`src/rtl/sdrc_bank_req_queue.sv`:
```
// In-order request-chunk FIFO between the request generator and bank control.
// It throttles the generator and flags when the head row is already open in its bank.
module sdrc_bank_req_queue #(
  parameter int DEPTH = 4,
  parameter int ID_W  = 4,
  parameter int LEN_W = 12
) (
  input  logic                     clk,
  input  logic                     reset_n,
  input  logic                     r2b_req,
  input  logic [ID_W-1:0]          r2b_req_id,
  input  logic                     r2b_start,
  input  logic                     r2b_last,
  input  logic                     r2b_wrap,
  input  logic                     r2b_write,
  input  logic [1:0]               r2b_ba,
  input  logic [12:0]              r2b_raddr,
  input  logic [12:0]              r2b_caddr,
  input  logic [LEN_W-1:0]         r2b_len,
  output logic                     b2r_ack,
  output logic                     b2r_arb_ok,
  output logic                     b2x_req,
  output logic [ID_W-1:0]          b2x_id,
  output logic                     b2x_start,
  output logic                     b2x_last,
  output logic                     b2x_wrap,
  output logic                     b2x_write,
  output logic [1:0]               b2x_ba,
  output logic [12:0]              b2x_raddr,
  output logic [12:0]              b2x_caddr,
  output logic [LEN_W-1:0]         b2x_len,
  output logic                     b2x_row_hit,
  output logic [$clog2(DEPTH):0]   b2x_count,
  input  logic                     x2b_ack,
  input  logic                     x2b_pre_all
);
  localparam int AW = $clog2(DEPTH);
  localparam int CW = AW + 1;
  localparam int EW = ID_W + 4 + 2 + 13 + 13 + LEN_W;
  localparam logic [CW-1:0] DEPTH_C = CW'(DEPTH);
  localparam logic [CW-1:0] TWO_C   = CW'(2);

  logic [EW-1:0] mem_q [DEPTH];
  logic [EW-1:0] mem_d [DEPTH];
  logic [AW-1:0] wr_ptr_q, wr_ptr_d;
  logic [AW-1:0] rd_ptr_q, rd_ptr_d;
  logic [CW-1:0] count_q, count_d;
  logic [3:0]    bank_open_q, bank_open_d;
  logic [12:0]   bank_row_q [4];
  logic [12:0]   bank_row_d [4];
  logic          push, pop;
  logic [EW-1:0] head;
  logic [CW-1:0] free_slots;

  // No bypass: a full queue refuses a push even when the head leaves this cycle.
  assign push       = r2b_req & (count_q != DEPTH_C);
  assign pop        = (count_q != '0) & x2b_ack;
  assign head       = mem_q[rd_ptr_q];
  assign free_slots = DEPTH_C - count_q;

  assign {b2x_id, b2x_start, b2x_last, b2x_wrap, b2x_write,
          b2x_ba, b2x_raddr, b2x_caddr, b2x_len} = head;

  assign b2r_ack     = push;
  assign b2r_arb_ok  = free_slots >= TWO_C;
  assign b2x_req     = count_q != '0;
  assign b2x_count   = count_q;
  assign b2x_row_hit = b2x_req & bank_open_q[b2x_ba] & (bank_row_q[b2x_ba] == b2x_raddr);

  always_comb begin
    mem_d       = mem_q;
    wr_ptr_d    = wr_ptr_q;
    rd_ptr_d    = rd_ptr_q;
    count_d     = count_q;
    bank_open_d = bank_open_q;
    bank_row_d  = bank_row_q;
    if (push) begin
      mem_d[wr_ptr_q] = {r2b_req_id, r2b_start, r2b_last, r2b_wrap, r2b_write,
                         r2b_ba, r2b_raddr, r2b_caddr, r2b_len};
      wr_ptr_d = wr_ptr_q + AW'(1);
    end
    if (pop) begin
      rd_ptr_d               = rd_ptr_q + AW'(1);
      bank_open_d[b2x_ba]    = 1'b1;
      bank_row_d[b2x_ba]     = b2x_raddr;
    end
    if (push && !pop)      count_d = count_q + CW'(1);
    else if (pop && !push) count_d = count_q - CW'(1);
    // Precharge-all wins over the open-row update of a same-cycle pop.
    if (x2b_pre_all) bank_open_d = '0;
  end

  always_ff @(posedge clk or negedge reset_n) begin
    if (!reset_n) begin
      wr_ptr_q    <= '0;
      rd_ptr_q    <= '0;
      count_q     <= '0;
      bank_open_q <= '0;
      for (int i = 0; i < DEPTH; i++) mem_q[i] <= '0;
      for (int i = 0; i < 4; i++) bank_row_q[i] <= '0;
    end else begin
      wr_ptr_q    <= wr_ptr_d;
      rd_ptr_q    <= rd_ptr_d;
      count_q     <= count_d;
      bank_open_q <= bank_open_d;
      mem_q       <= mem_d;
      bank_row_q  <= bank_row_d;
    end
  end
endmodule

```
`config.mk`:
```
export PLATFORM = sky130hd
export DESIGN_NAME = sdrc_bank_req_queue
export DESIGN_NICKNAME = d
export VERILOG_FILES = /design/src/rtl/sdrc_bank_req_queue.sv
export SDC_FILE = /design/constraint.sdc
export NUM_CORES = 1
export LEC_CHECK = 0
export CORE_MARGIN = 2
export CORE_UTILIZATION = 50
export CTS_CLUSTER_DIAMETER = 50
export DETAILED_ROUTE_END_ITERATION = 8
export GPL_TIMING_DRIVEN = 0
export PLACE_DENSITY = 0.67
export REMOVE_ABC_BUFFERS = 1
export SLEW_MARGIN = 40
export SYNTH_ARGS = -nofsm -noshare
export SYNTH_HDL_FRONTEND = slang
export SYNTH_SLANG_ARGS = --single-unit
```
`constraint.sdc`:
```
create_clock -name clk -period 2.95 [get_ports clk]
set_input_delay 0.4425 -clock clk [delete_from_list [all_inputs] [get_ports clk]]
set_output_delay 0.4425 -clock clk [all_outputs]
set_load 0.005 [all_outputs]
```
Yosys cells after proc, flatten, opt, wreduce, memory -nomap -nowiden
Index checks and enable logic that the tools add are counted.
Widths: inputs -> output; s select.
{"block": "classes", "add_sub_neg": 5, "order_cmp": 8, "n_eq_ne": 2, "muxes": 20, "bitwise_logic": 8, "n_reduce_logical": 10}
{"operator": "$bwmux 192", "count": 1}
{"operator": "$mux 48", "count": 3}
{"operator": "$bmux 48 s2", "count": 1}
{"operator": "$demux 48 s2", "count": 1}
{"operator": "$bwmux 52", "count": 1}
{"operator": "$mux 13", "count": 3}
{"operator": "$bmux 13 s2", "count": 1}
{"operator": "$demux 13 s2", "count": 1}
{"operator": "$eq 13x13->1", "count": 1}
{"operator": "$ge 3x3->1 const B", "count": 3}
{"operator": "$not 2->3", "count": 3}
{"operator": "$mux 4", "count": 2}
{"operator": "$lt 3x1->1 const B", "count": 2}
{"operator": "$mux 3", "count": 2}
{"operator": "$logic_and 1x1->1", "count": 5}
{"operator": "$add 2x1->2 const B", "count": 2}
{"operator": "$and 1x1->1", "count": 4}
{"operator": "$or 4x4->4", "count": 1}
{"operator": "$reduce_bool 2->1", "count": 2}
{"operator": "$add 3x1->3 const B", "count": 1}
{"operator": "$ge 3x2->1 const B", "count": 1}
{"operator": "$lt 2x3->1 const B", "count": 1}
{"operator": "$ne 3x3->1 const B", "count": 1}
{"operator": "$reduce_bool 3->1", "count": 1}
{"operator": "7 further kinds", "count": 9}
{"block": "word_totals", "reg_bits": 255}

Longest topological paths before layout
{"block": "logic_depth", "depth_word": 11, "mapped_depth": 11, "depth_no_buf": 11}

Worst setup path before layout
OpenSTA, ideal clock, no wires.
{"block": "synth_timing", "path_kind": "register -> output", "startpoint": "reg rd_ptr_q[0]", "endpoint": "out b2x_row_hit", "arrival_ns": 2.016, "required_time_ns": 2.508, "path_slack_ns": 0.492, "stages_incl_launch_ff": 10, "cell_sequence": "dfrtp_1 buf_6 mux4_2 buf_6 buf_6 mux2i_1 mux2i_1 xnor2_1 nand4_1 nor4_2"}
{"block": "synth_between", "elab_chain_len": 10, "elab_cells_between_ends": 13, "cone_classes": "eq/ne (1); mux (8); bitwise (4)"}
{"element": "from (decl)", "line": "46", "rtl": "logic [AW-1:0] rd_ptr_q, rd_ptr_d;"}
{"element": "from (signal assigned)", "line": "103", "rtl": "rd_ptr_q <= rd_ptr_d;"}
{"element": "$not 2->3 (implied by the code) (*)", "line": "58", "rtl": "assign head = mem_q[rd_ptr_q];"}
{"element": "$bmux 48 s2 (*)", "line": "58"}
{"element": "$mux 48 (implied by the code) (*) (2 in series)", "line": "58"}
{"element": "$not 2->3 (implied by the code)", "line": "68", "rtl": "assign b2x_row_hit = b2x_req & bank_open_q[b2x_ba] & (bank_row_q[b2x_ba] == b2x_raddr);"}
{"element": "$bmux 13 s2", "line": "68"}
{"element": "$mux 13 (implied by the code) (2 in series)", "line": "68"}
{"element": "$eq 13x13->1", "line": "68"}
{"element": "$and 1x1->1 (*)", "line": "68"}
{"element": "to (decl)", "line": "32", "rtl": "output logic b2x_row_hit,"}
Mark *: on every way between the ends. The rest lies on a longest branch, timed or not. The select of a mux whose other input is x is not followed.

Worst setup path in the final report
Ends and elaborated chain as after synthesis.

==> run summary <==
The critical path depth is 10. The final wirelength is 25,200 um. The maximum clock frequency is 0.2735 GHz. TritonCTS built the clock tree. The flow ran to the end, but the final reports show violations. The number of unique standard cell types used by synthesis is 23.

The placeable core region is 22,430 um2. The share of the cycle needed by the critical path after routing is 123.9%. The number of antenna violations at the first check in global routing is 0. The number of setup violations in the final report is 6. Cells with a size suffix above 1 make up 46.80% of the layout.

In the post-route analysis, the smallest setup slack over all paths is -0.7058 ns. The total power per unit cell area is 1379 nW/um2. The worst setup path is of the reg -> out kind. The total inserted antenna cells came out at 0. The detailed router finished its first iteration with 281 violations. The worst-skew pair later-pin latency came out at 0.55 ns. The DRC violation count after routing is 0.

The final core utilization is 64.34%. CTS placed an instance of sky130_fd_sc_hd__clkbuf_16 at the clock tree root. The number of violations of the max-capacitance limit came out at 0. Among cell families on the critical path, the largest total delay comes from multiplexers. The TritonCTS buffer count came out at 30.

Counting cells, the worst reg-to-reg path comes to 9. The path type of the worst min-delay path is in -> async. The total number of vias came out at 6,555. Setup repair after global routing could not meet its margin everywhere. The cell count after placement came out at 1,059. The total of fill cells in the finished design is 1,586.

The number of warnings reported in the yosys synthesis log came out at 0. The average cell area after synthesis is 16.24 um2. The checks that failed: negative setup slack.

The final hold violation count came out at 0. At the worst endpoint, the arrival time is 3.21 ns. The delay of the slowest cell on the worst path came out at 0.57 ns.

The worst vdd rail ir drop is 583.0 uV. The post-placement worst setup slack is -1.023 ns. The initial standard-cell utilization of the core came out at 50.44%.

The first-pass GRT wire length is 40,840 um. The critical path capture point type is an output pin. The number of nets with antenna violations after detailed routing came out at 0. The die is 154.4 um wide.

The number of I/O port buffers is 107. The average wire length per cell after detail routing came out at 21.74 um. The average via count per standard cell came out at 5.656. The net count of the finished layout is 915.

The fraction of registers with async set or reset after synthesis came out at 100.0%. The number of detailed-route iterations in the first pass is 4. In the synthesized netlist the dominant register cell turns out to be sky130_fd_sc_hd__dfrtp_1.

The total global-route track usage is 21.98%. The count of flip-flops with a built-in enable after synthesis came out at 0. Measured along the y axis, the die boundary spans 154.4 um. The number of global-route vias before repair came out at 7,311.

The largest clock skew in the final design is 0.01226 ns. The die outline area came out at 23,850 um2. The number of levels the H-tree was split into is 1. The worst pin sits at a relative slew slack of 62.80%. Synthesis produced a netlist whose cell count is 697. In the layout the commonest cells are sky130_fd_sc_hd__dfrtp_1, sky130_fd_sc_hd__mux2_2, sky130_fd_sc_hd__clkdlybuf4s50_1. After floorplanning, the core was divided into 55 placement rows.

The actual slew at the worst max-slew pin is 0.5580 ns. The buffer levels on the longest clock path came out at 3. The slowest library cell on the worst path is sky130_fd_sc_hd__mux4_4. The cell area after placement is 12,850 um2. The data required time of the worst path came out at 2.51 ns.

The clock net sink count came out at 255. Entering global routing, the biggest net connects 80 pins. The register bit total from synthesis came out at 255. The number of standard cells in the final layout excluding fillers came out at 1,159. The part of the Yosys area used for sequential elements came out at 56.39%. The netlist area before placement came out at 11,320 um2. STA classifies the critical path startpoint as a register. The number of slew-limit violations in the final report came to 0. The leftover overflow at the end of global routing is 0. The time the worst path needs with I/O delays and setup came out at 3.656 ns. The largest fanout of any net on the critical path came out at 6. Leaving out fill and tap cells, the most frequent cell in the layout is sky130_fd_sc_hd__dfrtp_1.

The sum of negative setup slack is -0.9671 ns. At the end of routability-driven placement, the weighted congestion stood at 0.7135. The static power due to leakage is 0.006324 uW. The synthesis-to-layout area growth is 27.55%. The placed wire-length estimate came out at 15,360 um.

The summed area of non-filler cells in the final layout came out at 14,430 um2. For this design the top-level I/O count stands at 108. Traced cell by cell, the critical path runs through buf_12 > mux4_4 > buf_12 > buf_8 > mux2i_1 > mux2i_1 > xnor2_1 > nand4_1 > nor4_2 > buf_2. The CTS clock-pin slew for the worst setup and hold paths is 0.06 ns. The critical path contains buffers and inverters numbering 4 combined.
-- synthesized netlist by cell type (2+ instances only) --
| cell | count | area share (%) |
|---|---|---|
| sky130_fd_sc_hd__xnor2_1 | 17 | 1.3 |
| sky130_fd_sc_hd__buf_6 | 4 | 0.40 |
| sky130_fd_sc_hd__nor2b_1 | 2 | 0.11 |
| sky130_fd_sc_hd__buf_2 | 11 | 0.49 |
| sky130_fd_sc_hd__nand2_1 | 8 | 0.27 |
| sky130_fd_sc_hd__xor2_1 | 2 | 0.15 |
| sky130_fd_sc_hd__ha_1 | 9 | 1.0 |
| sky130_fd_sc_hd__mux2_2 | 245 | 24 |
| sky130_fd_sc_hd__mux4_2 | 49 | 9.8 |
| sky130_fd_sc_hd__dfrtp_1 | 255 | 56 |
| sky130_fd_sc_hd__nor2_1 | 6 | 0.20 |
| sky130_fd_sc_hd__clkbuf_1 | 15 | 0.50 |
| sky130_fd_sc_hd__nand4_1 | 3 | 0.17 |
| sky130_fd_sc_hd__inv_1 | 10 | 0.33 |
| sky130_fd_sc_hd__nand3_1 | 2 | 0.088 |
| sky130_fd_sc_hd__a21oi_1 | 3 | 0.13 |
| sky130_fd_sc_hd__mux2i_1 | 39 | 3.4 |
| sky130_fd_sc_hd__buf_1 | 12 | 0.40 |
-- power breakdown --
group | leakage (uW) | switching [uW] | internal, uW
Sequential | 0.00304 | 954 | 5330
Combinational | 0.00280 | 3870 | 6120
Clock | 0.000478 | 1410 | 2230
-- kinds of logic after synthesis --
family | Yosys count | synth area share, %
xor+xnor | 19 | 1.471
mux | 333 | 37.58
simple gates | 24 | 1.095
fa+ha+maj | 10 | 1.172
buf+inv | 52 | 2.112
flops | 255 | 56.39
compound gates | 4 | 0.1768
-- metal layers --
layer | vias up | GRT usage [%] | wire length, um
li1 | 2882 | - | -
met1 | 3506 | 28.06 | 10350
met2 | 131 | 38.54 | 13080
met3 | 36 | 5.268 | 1311
met4 | 0 | 4.586 | 462
met5 | - | 0 | 0
-- worst register-to-register path: stages (launching register included) --
cell	delay (ns)
sky130_fd_sc_hd__dfrtp_4	0.51
sky130_fd_sc_hd__buf_12	0.14
sky130_fd_sc_hd__buf_16	0.13
sky130_fd_sc_hd__mux4_2	0.49
sky130_fd_sc_hd__buf_12	0.17
sky130_fd_sc_hd__buf_6	0.13
sky130_fd_sc_hd__buf_6	0.13
sky130_fd_sc_hd__nor3_4	0.46
sky130_fd_sc_hd__buf_6	0.23
sky130_fd_sc_hd__mux2_2	0.35
-- timing repair --
item                       in CTS  in global routing
resized for setup              23                 25
hold buffers                    1                  0
setup endpoints to repair      58                 44
pin swaps                       5                  1
cloned                          3                  0
setup buffers                  24                 18
hold endpoints to repair       29                  0
-- stage by stage --
step,total power (uW),hold WS [ns]
finish,19910,0.3635
floorplan,11620,0.1469
CTS,19660,0.3454
global placement,14510,0.4732
detailed placement,15050,0.3225
global route,21070,0.3617
-- flip-flops by register name, indices dropped and copies added, names as in the netlist --
| register | count |
|---|---|
| b2x_count | 3 |
| bank_open_q | 4 |
| bank_row_q | 52 |
| mem_q | 192 |
| rd_ptr_q | 2 |
| wr_ptr_q | 2 |
-- path summary, 6_finish.rpt --
| check | start | end | slack [ns] |
|---|---|---|---|
| worst max-delay path | rd_ptr_q[0] | b2x_row_hit | -0.71 |
| worst min-delay path | reset_n | bank_open_q[0] | 0.36 |
| worst max register to register | rd_ptr_q[0] | bank_row_q[39] | 0.10 |
| worst min register to register | mem_q[28] | mem_q[28] | 0.50 |
| max in group asynchronous | reset_n | mem_q[12] | 1.55 |
| min in group clk | mem_q[28] | mem_q[28] | 0.50 |
-- layout make-up --
type / count / area (um2) / area share (%)
clock buffers: 43 / 839.6 / 5.817
clock inverters: 11 / 146.4 / 1.014
inverters: 10 / 37.54 / 0.2601
multi-input cells: 391 / 4772 / 33.06
flip-flops and latches: 255 / 6389 / 44.26
well taps: 285 / 356.6 / 2.471
repair buffers: 164 / 1893 / 13.12
Note: power is estimated with default switching activity, not from simulation.
